==> config.mk <==
export PLATFORM = sky130hd
export DESIGN_NAME = palette_ram_arbiter
export DESIGN_NICKNAME = d
export VERILOG_FILES = /design/src/rtl/palette_ram_arbiter.sv
export SDC_FILE = /design/constraint.sdc
export NUM_CORES = 1
export LEC_CHECK = 0
export CAP_MARGIN = 20
export CORE_UTILIZATION = 30
export DETAILED_ROUTE_END_ITERATION = 10
export PLACE_DENSITY = 0.69
export SLEW_MARGIN = 20
export SYNTH_ARGS = -nofsm -noshare
export SYNTH_HDL_FRONTEND = slang
export SYNTH_SLANG_ARGS = --single-unit
==> constraint.sdc <==
create_clock -name clock -period 2.04 [get_ports clock]
set_input_delay 0.306 -clock clock [delete_from_list [all_inputs] [get_ports clock]]
set_output_delay 0.306 -clock clock [all_outputs]
set_load 0.02 [all_outputs]
==> src/rtl/palette_ram_arbiter.sv <==
// palette_ram_arbiter
//
// Shares the single-port palette RAM between the video colour path and the
// CPU palette bus. A video read always gets the RAM in its own cycle. A CPU
// access is latched and then issued in the first cycle without a video read.
// It completes with a four-phase request/acknowledge handshake.
//
// Ports:
//   clock, reset         system clock, synchronous active-high reset
//   io_video_rd/addr     video palette read strobe and address
//   io_video_valid/dout  video read data, one cycle after the strobe
//   io_cpu_rd/wr         CPU read / write request levels (write wins if both)
//   io_cpu_addr/din/mask CPU word address, write data, byte enables
//   io_cpu_ack           CPU acknowledge level, held until the request drops
//   io_cpu_dout          CPU read data, registered
//   io_ram_*             palette RAM port (io_ram_dout valid 1 cycle after rd)
//   io_maxWait           largest CPU stall seen since reset, in cycles
module palette_ram_arbiter #(
  parameter int ADDR_WIDTH = 15,
  parameter int DATA_WIDTH = 16,
  parameter int WAIT_WIDTH = 8
) (
  input  logic                  clock,
  input  logic                  reset,
  input  logic                  io_video_rd,
  input  logic [ADDR_WIDTH-1:0] io_video_addr,
  output logic                  io_video_valid,
  output logic [DATA_WIDTH-1:0] io_video_dout,
  input  logic                  io_cpu_rd,
  input  logic                  io_cpu_wr,
  input  logic [ADDR_WIDTH-1:0] io_cpu_addr,
  input  logic [DATA_WIDTH-1:0] io_cpu_din,
  input  logic [1:0]            io_cpu_mask,
  output logic                  io_cpu_ack,
  output logic [DATA_WIDTH-1:0] io_cpu_dout,
  output logic                  io_ram_rd,
  output logic                  io_ram_wr,
  output logic [ADDR_WIDTH-1:0] io_ram_addr,
  output logic [DATA_WIDTH-1:0] io_ram_din,
  output logic [1:0]            io_ram_mask,
  input  logic [DATA_WIDTH-1:0] io_ram_dout,
  output logic [WAIT_WIDTH-1:0] io_maxWait
);

  typedef enum logic [1:0] {
    IDLE  = 2'd0,
    PEND  = 2'd1,
    RDATA = 2'd2,
    ACK   = 2'd3
  } state_t;

  state_t                state_reg, state_next;
  logic [ADDR_WIDTH-1:0] pend_addr_reg;
  logic [DATA_WIDTH-1:0] pend_din_reg;
  logic [1:0]            pend_mask_reg;
  logic                  pend_wr_reg;
  logic [WAIT_WIDTH-1:0] wait_cnt_reg;
  logic [WAIT_WIDTH-1:0] max_wait_reg;
  logic [DATA_WIDTH-1:0] cpu_dout_reg;
  logic                  video_valid_reg;

  // Decoded FSM controls
  logic latch_req;
  logic issue;
  logic stall;
  logic capture;
  logic cpu_ack;

  always_comb begin
    state_next = state_reg;
    latch_req  = 1'b0;
    issue      = 1'b0;
    stall      = 1'b0;
    capture    = 1'b0;
    cpu_ack    = 1'b0;
    case (state_reg)
      IDLE: begin
        if (io_cpu_wr || io_cpu_rd) begin
          latch_req  = 1'b1;
          state_next = PEND;
        end
      end
      PEND: begin
        if (io_video_rd) begin
          stall = 1'b1;
        end else begin
          issue      = 1'b1;
          state_next = pend_wr_reg ? ACK : RDATA;
        end
      end
      RDATA: begin
        capture    = 1'b1;
        state_next = ACK;
      end
      ACK: begin
        cpu_ack = 1'b1;
        if (!io_cpu_rd && !io_cpu_wr) begin
          state_next = IDLE;
        end
      end
      default: state_next = IDLE;
    endcase
  end

  // RAM port mux. Video has absolute priority. The CPU access is gated by
  // reset so that an aborted pending write never reaches the RAM.
  always_comb begin
    io_ram_rd   = 1'b0;
    io_ram_wr   = 1'b0;
    io_ram_addr = pend_addr_reg;
    io_ram_din  = pend_din_reg;
    io_ram_mask = pend_mask_reg;
    if (io_video_rd) begin
      io_ram_rd   = 1'b1;
      io_ram_addr = io_video_addr;
    end else if (issue && !reset) begin
      io_ram_wr = pend_wr_reg;
      io_ram_rd = ~pend_wr_reg;
    end
  end

  always_ff @(posedge clock) begin
    if (reset) begin
      state_reg       <= IDLE;
      pend_addr_reg   <= '0;
      pend_din_reg    <= '0;
      pend_mask_reg   <= '0;
      pend_wr_reg     <= 1'b0;
      wait_cnt_reg    <= '0;
      max_wait_reg    <= '0;
      cpu_dout_reg    <= '0;
      video_valid_reg <= 1'b0;
    end else begin
      state_reg       <= state_next;
      video_valid_reg <= io_video_rd;
      if (latch_req) begin
        pend_addr_reg <= io_cpu_addr;
        pend_din_reg  <= io_cpu_din;
        pend_mask_reg <= io_cpu_mask;
        pend_wr_reg   <= io_cpu_wr;
        wait_cnt_reg  <= '0;
      end
      // Saturate rather than wrap so a very long stall still reads as max.
      if (stall && (wait_cnt_reg != {WAIT_WIDTH{1'b1}})) begin
        wait_cnt_reg <= wait_cnt_reg + 1'b1;
      end
      if (issue && (wait_cnt_reg > max_wait_reg)) begin
        max_wait_reg <= wait_cnt_reg;
      end
      if (capture) begin
        cpu_dout_reg <= io_ram_dout;
      end
    end
  end

  assign io_cpu_ack     = cpu_ack;
  assign io_cpu_dout    = cpu_dout_reg;
  assign io_video_valid = video_valid_reg;
  assign io_video_dout  = io_ram_dout;
  assign io_maxWait     = max_wait_reg;

endmodule

# Word-level counts from Yosys, hierarchy flattened
# Index checks and enable logic that the tools add are counted.
dict set report classes {
  mux 20
  n_reduce_logical 11
  n_eq_ne 7
  addsub 1
  bitwise 1
  order_cmp 1
}
# operator n
set op_table {}
lappend op_table {{8-bit 2-to-1 mux} 2}
lappend op_table {{15-bit 2-to-1 mux} 1}
lappend op_table {{1-bit 2-to-1 mux} 13}
lappend op_table {{8-bit by 1-bit adder with 8-bit output (second input constant)} 1}
lappend op_table {{8-bit greater-than comparator} 1}
lappend op_table {{8-bit != test (second input constant)} 1}
lappend op_table {{2-bit one-hot mux with 4 select lines} 1}
lappend op_table {{2-bit 2-to-1 mux} 3}
lappend op_table {{2-bit != test (second input constant)} 3}
lappend op_table {{2-bit == test (second input constant)} 2}
lappend op_table {{1-bit logical AND} 4}
lappend op_table {{1-bit zero test} 3}
lappend op_table {{3-bit AND reduction} 1}
lappend op_table {{2-bit by 1-bit == test with 1-bit output (second input constant)} 1}
lappend op_table {{2-bit zero test} 1}
lappend op_table {{2-bit nonzero test} 1}
lappend op_table {{1-bit logical OR} 1}
lappend op_table {{1-bit NOT} 1}
dict set report totals {
  out_inout_bits 77
  regBits 69
  wordCells 50
  in_bits 69
}

# Depth between registers and ports, before layout
dict set report logic_depth {
  word_depth 5
  mapped_depth 8
  depth_no_buf 7
}

# Worst setup path before layout
# No wires, ideal clock.
dict set report synth_timing {
  path_type {register -> register}
  startpoint {register max_wait_reg[5] (netlist: io_maxWait[5])}
  endpoint {register max_wait_reg[1] (netlist: io_maxWait[1])}
  t_arrival_ps 1773
  path_stages_with_launch 9
  period_less_slack_ps 1899
  required_time_ps 1914
  setup_ps 126
  n_path_buf 1
  setup_slack_ps 141
  path_cell_list {dfxtp_1 inv_1 ha_1 a211o_1 o211ai_1 nand4b_1 and3_1 clkbuf_1 mux2i_1}
}
dict set report synth_between {
  elab_chain_len 2
}
# element line
set synth_rtl {}
lappend synth_rtl {{from (decl)} 58} ;# logic [WAIT_WIDTH-1:0] max_wait_reg;
lappend synth_rtl {{from (signal assigned)} 148} ;# max_wait_reg <= wait_cnt_reg;
lappend synth_rtl {{8-bit greater-than comparator} 147} ;# if (issue && (wait_cnt_reg > max_wait_reg)) begin
lappend synth_rtl {{1-bit logical AND} 147}
# No other way between the ends.
# A chain may end at the register's enable or synchronous reset.

# Worst setup path after layout
dict set report layout_timing {
  startpoint {input port io_video_rd}
  endpoint {output port io_ram_addr[4]}
}
dict set report layout_between {
  elab_chain_len 1
}
# element line
set layout_rtl {}
lappend layout_rtl {{from (decl)} 25} ;# input logic io_video_rd,
lappend layout_rtl {{15-bit 2-to-1 mux} 113} ;# if (io_video_rd) begin
lappend layout_rtl {{to (decl)} 38} ;# output logic [ADDR_WIDTH-1:0] io_ram_addr,
# No other way between the ends.

==> impl_metrics.toml <==
[status]
status = "complete, no violations"

[power]
power_frac_clock_pct = 24.9
switching_share_pct = 35.59
p_leak_nw = 1.926
seqPwrFrac_pct = 34.5
pwr_density_cell_nw_per_um2 = 999.2
p_sw_mw = 1.773
irDropWorstVdd_uv = 414.2
p_int_mw = 3.208
pwr-share-comb_pct = 40.6

[placed_design]
io_buffers = 145
dpl.hpwl_um = 6280
placed_area_um2 = 4782
finalWeightedCongestion = 0.6928

[layout]
fillCellCount = 1024
register_area_um2 = 1381
final_area_um2 = 4985
area_growth_pct = 55.02
diodes = 0
multiInputGateArea_um2 = 1598
finalNetCount = 590
layout-drive-gt1-share_pct = 10.72

[critical_path]
path_buf_inv = 3
required_ns = 1.73
critPathLaunchType = "input port"
slowest_delay_ns = 0.51
crit_type = "input port to output pin"
arrival_ns = 1.67
crit_path_end_kind = "output pin"
cpLargestDelayFamily = "buffers and inverters"
crit_chain = "clkdlybuf4s50_1, buf_12, mux2_2, dlygate4sd2_1"
crit_fanout = 19
crit_slowest_cell = "clkdlybuf4s50_1"

[logic_synthesis]
synth-async-reset-ratio_pct = 0
avgSynthCellArea_um2 = 8.644
syn_area_um2 = 3216
syn-num-nets = 454
ys_types = 39
yosysTopAreaCell = "dfxtp_1"
synth.most_common_cell = "nand2_1"
ys_ff_latch = 69
synth_commonest_cells = "nand2_1 (75), dfxtp_1 (69), a21oi_1 (39)"
synth_ff_type = "dfxtp_1"
synth_warnings = 0
synth_area_leaders = "dfxtp_1 (43%), nand2_1 (8.8%), mux2i_1 (7.8%)"
postSynthCellCount = 372
synth.top_cell.area_share_pct = 42.96
synth_edf_count = 0
seq_area_frac_synth_pct = 42.96

[clocking]
cts-root-buf = "clkbuf_8"
post-cts-setup-buffers = 0
cts_tree = "yes"
postCtsHoldBufs = 0
cts_max_path_buffers = 2
clock_sinks = 69
cts_made_buffers = 9
clk-insertion-delay-late_ns = 0.34
h-tree-depth = 3
cts.reportedPaths.clkPinSlew_ns = 0.07

[floorplan]
die_h_um = 105.5
core_area_um2 = 10370
io_pins = 146
num_rows = 37
start_util_pct = 31.01
dieWidth_um = 105.5
fp.dieArea_um2 = 11140

[drt]
vias = 2971
routedWlPerCell_um = 13.02
wl_um = 8449
drt_iter0_drc = 111
drcViolationCount = 0
antenna_left = 0
avgViaCountPerCell = 4.578
dr.pass1.iters = 4

[global_route]
grt_max_degree = 78
grt_pass1_wl_um = 13940
grt_pass1_vias = 2982
track_usage_pct = 15.77
antenna_found_initial = 0
grt-ovfl-total = 0

[sta]
slew_violations = 0
hold-worst-slack_ns = 0.4561
fmax_mhz = 507.1
rsz0062_at_grt = "no"
min_period_ns = 1.972
finalCritPeriodShare_pct = 96.67
worst_pin_slew_ns = 0.7645
fin_skew_ns = 0.009345
hold_violations = 0
finalSetupViolations = 0
slew_headroom_pct = 49.04

[flow_run]
drv_cap = 0

[worst_hold_path]
worstHoldPathType = "flip-flop to flip-flop"
-- path summary, 6_finish.rpt --
check,start,end,slack (ns),cells past startpoint
setup reg to reg,wait_cnt_reg[0],wait_cnt_reg[4],0.13,6
hold / removal,io_ram_mask[0],io_ram_mask[0],0.46,2
hold reg to reg,io_ram_mask[0],io_ram_mask[0],0.46,2
setup / recovery,io_video_rd,io_ram_addr[4],0.07,4
-- worst reg2reg max path, cell delays in order, from the launching register on --
cell      delay, ns
dfxtp_1        0.42
ha_1           0.26
nand3_2        0.15
o311ai_4       0.33
buf_4          0.20
nand2_1        0.08
a311oi_1       0.36
-- cells by family after synthesis --
family          share of synthesized area, %
simple gates                           20.35
flops                                  42.96
compound gates                         10.90
buf+inv                                7.432
mux                                    13.03
fa+ha+maj                              5.058
xor+xnor                              0.2724
-- power by group through the flow --
stage | clock network (mW) | logic (mW) | registers (mW)
3_5_place_dp | 0 | 2.07 | 1.75
5_1_grt | 1.36 | 2.19 | 1.75
4_1_cts | 1.28 | 2.04 | 1.72
6_report | 1.24 | 2.02 | 1.72
3_3_place_gp | 0 | 2.03 | 1.74
2_1_floorplan | 0 | 1.05 | 1.88
-- metrics by stage --
| stage | power (mW) | TNS [ns] | std cells | utilization, % | setup WS (ns) |
|---|---|---|---|---|---|
| after floorplan | 2.935 | 0 | 372 | - | 0.1412 |
| after global placement | 3.766 | -2.006 | 633 | 46.11 | -0.1344 |
| after detailed placement | 3.826 | -2.285 | 633 | 46.11 | -0.1579 |
| after CTS | 5.047 | 0 | 649 | 48.06 | 0.05516 |
| after global routing | 5.306 | 0 | 649 | 48.07 | 0.009492 |
| final | 4.981 | 0 | 649 | 48.07 | 0.06793 |
-- placed cells by master, fill, tap and decap left out, types with 3 or more instances in the layout --
master | netlist | final
mux2i_1 | 25 | 25
o21ai_0 | 4 | 4
a21oi_1 | 39 | 39
nor2_1 | 26 | 26
nor2b_1 | 4 | 3
clkbuf_8 | 0 | 9
o21ai_1 | 3 | 3
buf_4 | 16 | 14
dlygate4sd2_1 | 0 | 16
dfxtp_1 | 69 | 69
inv_1 | 11 | 11
mux2_2 | 15 | 15
nand2b_1 | 16 | 16
nand3_1 | 7 | 7
ha_1 | 13 | 13
nand2_1 | 75 | 75
clkdlybuf4s50_1 | 0 | 127
-- repair_timing --
| item | 4_1_cts | 5_1_grt |
|---|---|---|
| endpoints found under the setup margin | 17 | 2 |
| gates resized for setup | 17 | 1 |
| pin swaps | 0 | 1 |
| endpoints found under the hold margin | 0 | 0 |
-- per-layer routing --
metal	global-route usage [%]	routed length, um
met4	4.663	85
met1	18.05	3764
met3	6.308	522
met2	26.97	4078
met5	0	0
-- cell type report --
type                    instances  area share, %
clock buffers                  10          2.560
inverters                      11         0.8283
multi-input cells             256          32.05
well taps                     136          3.414
repair buffers                161          31.53
flip-flops and latches         69          27.71
clock inverters                 6          1.908
No activity file was read; power rests on OpenSTA's default activity.
